<file path="config.mk">
export PLATFORM = sky130hd
export DESIGN_NAME = key_expand
export DESIGN_NICKNAME = d
export VERILOG_FILES = /design/src/rtl/key_expand_pkg.sv /design/src/rtl/key_expand_round.sv /design/src/rtl/key_expand.sv
export SDC_FILE = /design/constraint.sdc
export NUM_CORES = 2
export LEC_CHECK = 0
export BUFFER_PORTS_ARGS = -buffer_cell sky130_fd_sc_hd__buf_2
export CORE_MARGIN = 2
export CORE_UTILIZATION = 35
export DETAILED_ROUTE_END_ITERATION = 8
export PLACE_DENSITY_LB_ADDON = 0.2
export SETUP_SLACK_MARGIN = 0.2
export SLEW_MARGIN = 40
export SYNTH_ARGS = -nofsm -noshare
export SYNTH_HDL_FRONTEND = slang
export SYNTH_SLANG_ARGS = --single-unit
</file>
<file path="constraint.sdc">
create_clock -name clk -period 19.25 [get_ports clk]
set_input_delay 2.8875 -clock clk [delete_from_list [all_inputs] [get_ports clk]]
set_output_delay 2.8875 -clock clk [all_outputs]
set_load 0.1 [all_outputs]
</file>
<file path="src/rtl/key_expand_pkg.sv">
// Shared AES-128 sizing constants and byte/word/S-box helpers for the key schedule.
package key_expand_pkg;

  localparam int BYTE_S = 8;
  localparam int WORD_S = 32;
  localparam int KEY_S  = 128;
  localparam int BLK_S  = 128;
  localparam int NK     = 4;
  localparam int NR     = 10;

  localparam logic [3:0] NR_IDX    = 4'(NR);
  localparam logic [7:0] RCON_SEED = 8'h01;

  localparam logic [7:0] SBOX [256] = '{
    8'h63, 8'h7c, 8'h77, 8'h7b, 8'hf2, 8'h6b, 8'h6f, 8'hc5, 8'h30, 8'h01, 8'h67, 8'h2b, 8'hfe, 8'hd7, 8'hab, 8'h76,
    8'hca, 8'h82, 8'hc9, 8'h7d, 8'hfa, 8'h59, 8'h47, 8'hf0, 8'had, 8'hd4, 8'ha2, 8'haf, 8'h9c, 8'ha4, 8'h72, 8'hc0,
    8'hb7, 8'hfd, 8'h93, 8'h26, 8'h36, 8'h3f, 8'hf7, 8'hcc, 8'h34, 8'ha5, 8'he5, 8'hf1, 8'h71, 8'hd8, 8'h31, 8'h15,
    8'h04, 8'hc7, 8'h23, 8'hc3, 8'h18, 8'h96, 8'h05, 8'h9a, 8'h07, 8'h12, 8'h80, 8'he2, 8'heb, 8'h27, 8'hb2, 8'h75,
    8'h09, 8'h83, 8'h2c, 8'h1a, 8'h1b, 8'h6e, 8'h5a, 8'ha0, 8'h52, 8'h3b, 8'hd6, 8'hb3, 8'h29, 8'he3, 8'h2f, 8'h84,
    8'h53, 8'hd1, 8'h00, 8'hed, 8'h20, 8'hfc, 8'hb1, 8'h5b, 8'h6a, 8'hcb, 8'hbe, 8'h39, 8'h4a, 8'h4c, 8'h58, 8'hcf,
    8'hd0, 8'hef, 8'haa, 8'hfb, 8'h43, 8'h4d, 8'h33, 8'h85, 8'h45, 8'hf9, 8'h02, 8'h7f, 8'h50, 8'h3c, 8'h9f, 8'ha8,
    8'h51, 8'ha3, 8'h40, 8'h8f, 8'h92, 8'h9d, 8'h38, 8'hf5, 8'hbc, 8'hb6, 8'hda, 8'h21, 8'h10, 8'hff, 8'hf3, 8'hd2,
    8'hcd, 8'h0c, 8'h13, 8'hec, 8'h5f, 8'h97, 8'h44, 8'h17, 8'hc4, 8'ha7, 8'h7e, 8'h3d, 8'h64, 8'h5d, 8'h19, 8'h73,
    8'h60, 8'h81, 8'h4f, 8'hdc, 8'h22, 8'h2a, 8'h90, 8'h88, 8'h46, 8'hee, 8'hb8, 8'h14, 8'hde, 8'h5e, 8'h0b, 8'hdb,
    8'he0, 8'h32, 8'h3a, 8'h0a, 8'h49, 8'h06, 8'h24, 8'h5c, 8'hc2, 8'hd3, 8'hac, 8'h62, 8'h91, 8'h95, 8'he4, 8'h79,
    8'he7, 8'hc8, 8'h37, 8'h6d, 8'h8d, 8'hd5, 8'h4e, 8'ha9, 8'h6c, 8'h56, 8'hf4, 8'hea, 8'h65, 8'h7a, 8'hae, 8'h08,
    8'hba, 8'h78, 8'h25, 8'h2e, 8'h1c, 8'ha6, 8'hb4, 8'hc6, 8'he8, 8'hdd, 8'h74, 8'h1f, 8'h4b, 8'hbd, 8'h8b, 8'h8a,
    8'h70, 8'h3e, 8'hb5, 8'h66, 8'h48, 8'h03, 8'hf6, 8'h0e, 8'h61, 8'h35, 8'h57, 8'hb9, 8'h86, 8'hc1, 8'h1d, 8'h9e,
    8'he1, 8'hf8, 8'h98, 8'h11, 8'h69, 8'hd9, 8'h8e, 8'h94, 8'h9b, 8'h1e, 8'h87, 8'he9, 8'hce, 8'h55, 8'h28, 8'hdf,
    8'h8c, 8'ha1, 8'h89, 8'h0d, 8'hbf, 8'he6, 8'h42, 8'h68, 8'h41, 8'h99, 8'h2d, 8'h0f, 8'hb0, 8'h54, 8'hbb, 8'h16
  };

  function automatic logic [BYTE_S-1:0] get_sbox(input logic [BYTE_S-1:0] b);
    return SBOX[b];
  endfunction

  function automatic logic [BYTE_S-1:0] get_byte(input logic [WORD_S-1:0] w, input int i);
    return w[i*BYTE_S +: BYTE_S];
  endfunction

  function automatic logic [WORD_S-1:0] get_word(input logic [KEY_S-1:0] k, input int i);
    return k[i*WORD_S +: WORD_S];
  endfunction

  // Multiply by x in GF(2^8); wraps 0x80 to 0x1b.
  function automatic logic [BYTE_S-1:0] xtime(input logic [BYTE_S-1:0] b);
    return {b[6:0], 1'b0} ^ (b[7] ? 8'h1b : 8'h00);
  endfunction

endpackage

</file>
<file path="src/rtl/key_expand_round.sv">
// One AES-128 key-schedule step: derives round key r+1 from round key r and its rcon.
module key_expand_round
  import key_expand_pkg::*;
(
  input  logic [KEY_S-1:0]  prev_key,
  input  logic [BYTE_S-1:0] rcon,
  output logic [KEY_S-1:0]  next_key
);

  logic [WORD_S-1:0] w3;
  logic [WORD_S-1:0] rot;
  logic [WORD_S-1:0] t;
  logic [WORD_S-1:0] n0, n1, n2, n3;

  // NOTE: every always_comb output gets a value on every path, so no latch is inferred.
  always_comb begin
    w3  = get_word(prev_key, 3);
    rot = {get_byte(w3, 0), get_byte(w3, 3), get_byte(w3, 2), get_byte(w3, 1)};
    t   = {get_sbox(get_byte(rot, 3)), get_sbox(get_byte(rot, 2)),
           get_sbox(get_byte(rot, 1)), get_sbox(get_byte(rot, 0)) ^ rcon};
    n0  = get_word(prev_key, 0) ^ t;
    n1  = get_word(prev_key, 1) ^ n0;
    n2  = get_word(prev_key, 2) ^ n1;
    n3  = w3 ^ n2;
    next_key = {n3, n2, n1, n0};
  end

endmodule

</file>
<file path="src/rtl/key_expand.sv">
// AES-128 key expansion: iterative schedule build into a register array with indexed read-out.
module key_expand
  import key_expand_pkg::*;
(
  input  logic              clk,
  input  logic              reset_n,
  input  logic [KEY_S-1:0]  key_in,
  input  logic              key_valid,
  output logic              key_ready,
  input  logic [NK-1:0]     round_key_no,
  output logic [KEY_S-1:0]  round_key,
  output logic              keys_valid
);

  localparam logic [1:0] ST_IDLE   = 2'd0;
  localparam logic [1:0] ST_EXPAND = 2'd1;
  localparam logic [1:0] ST_DONE   = 2'd2;

  logic [1:0]        state;
  logic [3:0]        cnt;
  logic [BYTE_S-1:0] rcon;
  logic [KEY_S-1:0]  sched [NR+1];
  logic [KEY_S-1:0]  prev_key;
  logic [KEY_S-1:0]  next_key;

  assign key_ready = (state != ST_EXPAND);
  assign prev_key  = (cnt == 4'd0) ? '0 : sched[cnt - 4'd1];

  key_expand_round u_round (
    .prev_key (prev_key),
    .rcon     (rcon),
    .next_key (next_key)
  );

  // NOTE: the schedule array is cleared on reset so an aborted expansion never leaks old keys.
  always_ff @(posedge clk or negedge reset_n) begin
    if (!reset_n) begin
      state      <= ST_IDLE;
      cnt        <= 4'd0;
      rcon       <= RCON_SEED;
      keys_valid <= 1'b0;
      round_key  <= '0;
      for (int i = 0; i <= NR; i++) sched[i] <= '0;
    end else begin
      // NOTE: non-blocking writes mean this read sees the schedule from before any same-edge update.
      round_key <= (round_key_no > NR_IDX) ? '0 : sched[round_key_no];

      case (state)
        ST_IDLE, ST_DONE: begin
          if (key_valid) begin
            sched[0]   <= key_in;
            rcon       <= RCON_SEED;
            cnt        <= 4'd1;
            keys_valid <= 1'b0;
            state      <= ST_EXPAND;
          end
        end
        ST_EXPAND: begin
          sched[cnt] <= next_key;
          rcon       <= xtime(rcon);
          if (cnt == NR_IDX) begin
            state      <= ST_DONE;
            keys_valid <= 1'b1;
          end else begin
            cnt <= cnt + 4'd1;
          end
        end
        default: state <= ST_IDLE;
      endcase
    end
  end

endmodule

</file>
* Word-level counts from Yosys, hierarchy flattened
Memory sizes are Yosys's and may differ from the RTL's.
Index checks and enable logic that the tools add are counted.
** Cells by class
- Add/sub/neg operators :: 2
- $lt $le $gt $ge :: 9
- Eq/ne operators :: 7
- Muxes and demuxes :: 33
- Bitwise logic cells :: 13
- Reduce and logical (&&, ||, !) cells :: 9
** Operators by type and width (number)
- bitwise mux 1408 bit :: 1
- binary-select mux 128 bit (select 4 bit) :: 2
- two-way mux 128 bit :: 8
- demux 128 bit (select 4 bit) :: 1
- case mux 128 bit (2 select lines) :: 1
- XOR 32 bit :: 4
- two-way mux 8 bit :: 9
- >= comparator 9 bit (second input constant) :: 4
- NOT 8 -> 9 bit :: 4
- case mux 8 bit (2 select lines) :: 1
- >= comparator 5 bit (second input constant) :: 3
- NOT 4 -> 5 bit :: 3
- two-way mux 4 bit :: 2
- case mux 4 bit (2 select lines) :: 1
- XOR 8 x 5 -> 8 bit :: 1
- XOR 8 bit :: 1
- != test 2 bit (second input constant) :: 3
- AND reduction 3 bit :: 2
- < comparator 5 x 1 -> 1 bit (second input constant) :: 1
- two-way mux 5 bit :: 1
- adder 4 x 1 -> 4 bit (second input constant) :: 1
- equality test 4 bit (second input constant) :: 1
- > comparator 4 bit (second input constant) :: 1
- logical NOT 4 bit :: 1
- 13 further kinds :: 16
** Storage, ports and cells
- Flip-flop bits (word level) :: 1551
- Memory bits (read-only) :: 8192
- Input port bits :: 135
- Output and inout port bits :: 130
- Logic and storage cells :: 93
- Memories kept :: 4
** Memories
- (no name shown) :: words 256, width 8, rd ports 1, clocked after memory_dff 0, write ports 0, RTL line key_expand_pkg.sv:34 : return SBOX[b];
- (no name shown) :: words 256, width 8, rd ports 1, clocked after memory_dff 0, write ports 0, RTL line key_expand_pkg.sv:34
- (no name shown) :: words 256, width 8, rd ports 1, clocked after memory_dff 0, write ports 0, RTL line key_expand_pkg.sv:34
- (no name shown) :: words 256, width 8, rd ports 1, clocked after memory_dff 0, write ports 0, RTL line key_expand_pkg.sv:34

* Logic depth before layout (Yosys ltp)
- Depth after elaboration :: 17
- Gate-level depth with buffers :: 32
- Mapped depth without buffers :: 19

* Hierarchy
From an unflattened synthesis, not the netlist that was laid out.
** Unflattened totals
- Cell total of the unflattened synthesis :: 8316
- Area, all modules :: 96273.6 µm²
** Modules (own cells, without submodules)
- key_expand :: times used 1, cells an instance 5986, area each 80252.0 µm², sequential area each 38813.5 µm²
- key_expand_round :: times used 1, cells an instance 2330, area each 16021.6 µm², sequential area each 0.0 µm²

* Least setup slack after synthesis
No wires, ideal clock.
- Kind :: register -> register
- Start point :: reg cnt[0]
- End point :: reg sched[1109] (netlist name)
- Library setup time :: 0.133 ns
- Data arrival time :: 6.886 ns
- Required time :: 19.117 ns
- Slack :: 12.231 ns
- Cell stages (with the launch flop) :: 30
- Buffers on the path :: 13
- Period minus slack after synthesis :: 7.019 ns
- Path through :: dfrtp_1 > buf_6 > buf_6 > clkinv_1 > buf_2 > clkbuf_1 > clkbuf_1 > clkbuf_1 > clkbuf_1 > ha_1 > buf_2 > buf_1 > nand3_1 > clkbuf_1 > a21oi_1 > o21ai_1 > nand2_1 > buf_2 > ha_1 > clkbuf_1 > a211oi_1 > nor2_1 > a221o_1 > a21oi_1 > o21ai_0 > o311ai_1 > xor2_1 > xnor2_1 > clkbuf_1 > o21ai_0
** On the way
- Word-level cells in the longest chain between the ends :: 14
- Elaborated cells between the ends (all ways) :: 21
- Classes of those cells :: add/sub: 1; order compare: 2; mux: 9; bitwise: 6; reduce/logical: 2; memory: 1
** RTL lines
- from (decl) :: RTL line key_expand.sv:20 : logic [3:0] cnt;
- from (signal assigned) :: RTL line key_expand.sv:65 : cnt <= cnt + 4'd1;
- subtractor 4 x 1 -> 4 bit :: RTL line key_expand.sv:27 : assign prev_key = (cnt == 4'd0) ? '0 : sched[cnt - 4'd1];
- NOT 4 -> 5 bit (not written as such) :: RTL line key_expand.sv:27
- binary-select mux 128 bit (select 4 bit) :: RTL line key_expand.sv:27
- two-way mux 128 bit (not written as such) (2 in a row) :: RTL line key_expand.sv:27
- two-way mux 128 bit :: RTL line key_expand.sv:27
- NOT 8 -> 9 bit (not written as such) :: RTL line key_expand_pkg.sv:34
- memory (256 x 8 bit)
- two-way mux 8 bit (not written as such) (2 in a row) :: RTL line key_expand_pkg.sv:34
- XOR 32 bit :: RTL line key_expand_round.sv:21 : n0 = get_word(prev_key, 0) ^ t;
- XOR 32 bit :: RTL line key_expand_round.sv:22 : n1 = get_word(prev_key, 1) ^ n0;
- XOR 32 bit :: RTL line key_expand_round.sv:23 : n2 = get_word(prev_key, 2) ^ n1;
- bitwise mux 1408 bit * :: RTL line key_expand.sv:59 : sched[cnt] <= next_key;
- to (signal, indexed assignment) :: RTL line key_expand.sv:59
- to (decl) :: RTL line key_expand.sv:22 : logic [KEY_S-1:0] sched [NR+1];
Mark *: on every way between the ends. The rest lies on a longest branch, timed or not. The select of a mux whose other input is x is not followed.
A chain may end at the register's enable or synchronous reset.

* Worst setup path in the final report
- Start point :: reg cnt[0]
- End point :: reg sched[1232] (netlist name)
The elaborated chain is that of the path after synthesis.

==> key figures <==
Run status
  • Run status: complete, no violations

Synth
  • Cell with the most instances after synthesis: nand2_1
  • EDFF count, synth: 0
  • Post-Syn Area: approximately 93000 um2
  • Synth Area in XOR/XNOR: 2.19%
  • Most frequent cells after synthesis: 1954 x nand2_1, 1550 x dfrtp_1, 1347 x o21ai_0
  • Synth Register Bits: 1551
  • Simple-Gate Fraction of Synth Area: ~13%
  • Synth Area in Adders: less than 1%
  • Synth top area share: roughly two fifths
  • Largest area contributor in the netlist: dfrtp_1
  • Post-synthesis compound-gate area fraction: 20.1%
  • Syn nets: roughly 10000
  • FFs w/ async S/R, synth: 100%
  • Mux cell area share after synthesis: between 10% and 20%
  • Post-synthesis cell type count: 121
  • Top_reg_cell synth: dfrtp_1
  • Synthesized instance count: 9784
  • Sequential area share after synthesis: 41.5%
  • Syn avg cell area: 9.55 um2
  • Synth top area cells: dfrtp_1 41%, mux4_2 12%, nand2_1 7.8%
  • Largest family of logic cells by synthesized area: compound AO/OA/AOI/OAI gates
  • Ys Warns: 0

Die
  • Die area: 271000 um2
  • Core area: 265000 um2
  • Initial Util: between 30% and 40%
  • DIE WIDTH: 521 um
  • DIE HEIGHT: between 500 and 600 um
  • # IOs: 265
  • Std-Cell Rows: 189

CTS
  • Cts hold-fix bufs: 0
  • CTS tree: done
  • H-tree level count: 4
  • Clock transition at path regs: 0.06 ns
  • Worst-Skew Late Latency: between 0.9 and 1 ns
  • CTS Root Cell: clkbuf_16
  • Post-CTS resize count: 0
  • CTS Buffer Depth: 4
  • CTS Sinks: 1551
  • Num CTS Buffers: 185
  • Post-CTS Setup Bufs: 0

Route
  • Total wire length: roughly 450000 um
  • Iter 0 DRT Violations: roughly 10000
  • Residual DRC: 0
  • TritonRoute pass-1 iters: 6
  • Detailed-route via count: 85057
  • WL/cell: 33.8 um
  • Vias per inst: 6.41
  • DRT antenna net count: 0

Setup path
  • Critical path's slowest cell: ha_4
  • CP arrival: around 10 ns
  • Crit Path Category: reg2reg
  • CP peak stage delay: 0.88 ns
  • FF-to-FF setup slack: 9.97 ns
  • Crit path max-delay family: compound AO/OA/AOI/OAI gates
  • Critical path buffers and inverters: 5
  • CP most frequent cell: buf_4
  • Critical path endpoint category: register
  • Worst path cell trace: inv_4 > ha_4 > nor2b_4 > buf_4 > a22oi_1 > a21oi_1 > o21ai_1 > nand2_1 > buf_4 > ha_1 > inv_1 > a211oi_1 > a211oi_1 > a2111oi_0 > o21ai_1 > o311ai_2 > xor2_2 > xor2_2 > buf_4 > xnor2_1 > o21ai_0
  • Critical Path RT: around 20 ns
  • CP max FO: just over 40
  • Startpoint Class: register

STA
  • Clock Skew: 0.0660 ns
  • Period utilization: 48.2%
  • Final Max Slew Viols: 0
  • Final hold violations: 0
  • Tmin final: 9.28 ns
  • RSZ-0062 raised after global routing: no
  • Worst-Margin Slew: around 1.0 ns
  • Setup violations, final: 0
  • Max-slew headroom: approximately 32%
  • Setup TNS: 0 ns
  • Fmax achieved: roughly 0.11 GHz

Worst hold path
  • Hold Path Class: reg2reg

Cells and area
  • Nets: ~9800
  • Area grow syn2layout: 12.5%
  • Fillers: roughly 26000
  • Layout cell share with drive strength beyond 1: about 18%

Global routing
  • Initial antenna violation count: 21
  • Vias in the first global route: 81666
  • GRT Total Usage: 32.2%
  • Total congestion overflow: 0
  • First-pass GRT wire length: 636000 um
  • Pin count of the biggest net entering global routing: 143

Place
  • Detail Placement HPWL: 287000 um
  • RD Place Congestion: 1.05
  • Port buffer count: 264

Job
  • Max-Cap Viols: 0
cell families (layout without fill, tap and decap cells):
logic type      after synthesis  after routing
buf+inv                    1012            953
xor+xnor                    209            209
flops                      1551           1551
compound gates             3029           3029
simple gates               2902           2902
mux                        1027           1027
fa+ha+maj                    54             54
other cells                   0              8
layout make-up:
type	count	area, um2	share of cell area (%)
diodes	8	20.0	0.0190
inverters	41	159	0.151
multi-input cells	7221	51300	48.8
flip-flops and latches	1551	38800	36.9
clock inverters	49	617	0.587
clock buffers	276	5380	5.12
well taps	3533	4420	4.20
repair buffers	587	4420	4.21
routing by layer:
metal / global-route usage (%) / share of wire (%) / vias up
met1: 43.6 / 40 / 43461
met4: 17.6 / 6.2 / 4
met2: 47.9 / 44 / 5106
met5: 0 / 0.0054 / -
met3: 7.23 / 9.8 / 984
li1: - / - / 35502
state kept, by name, indices dropped and copies added (netlist names):
| name | cells |
|---|---|
| state | 2 |
| sched | 1408 |
| round_key | 128 |
| keys_valid | 1 |
| cnt | 4 |
| rcon | 8 |
through the flow:
step	setup WS [ns]	hold slack (ns)	instance area (um2)	utilization, %	instances
6_report	9.97	0.479	105000	39.6	13266
5_1_grt	9.80	0.513	105000	39.6	13260
4_1_cts	10.17	0.482	105000	39.5	13252
3_5_place_dp	10.15	0.467	98800	37.3	12927
3_3_place_gp	10.01	0.462	97900	36.9	12910
2_1_floorplan	12.23	0.458	93500	-	9784
path summary, 6_finish.rpt:
kind / endpoint / depth (start not counted) / from
max: sched[1232] / 21 / cnt[0]
min: keys_valid / 2 / keys_valid
max reg2reg: sched[1232] / 21 / cnt[0]
min reg2reg: keys_valid / 2 / keys_valid
max in group asynchronous: sched[1400] / 6 / reset_n
min in group asynchronous: sched[929] / 1 / reset_n
worst reg2reg max path: cells and delay by family, from the launching register on:
family,cells,cell delay (ns)
compound gates,9,2.77
xor+xnor,3,1.51
fa+ha+maj,2,1.42
buf+inv,5,1.92
flops,1,0.85
simple gates,2,0.70
layout by cell type, fill, tap and decap left out, drive strengths merged, types with 81 or more instances in the layout:
cell    count
o211ai    165
xnor2     158
nor3      154
nand2    1955
nor2      494
a221o      81
o22ai     168
dfrtp    1550
a21oi     450
a211oi     81
nand3     151
a221oi     88
buf       585
mux2i     387
mux2      127
o21ai    1488
mux4      513
clkbuf    278
Power is not shown: default switching activity piles up to over one toggle a cycle in this logic, so the estimate is an artifact.
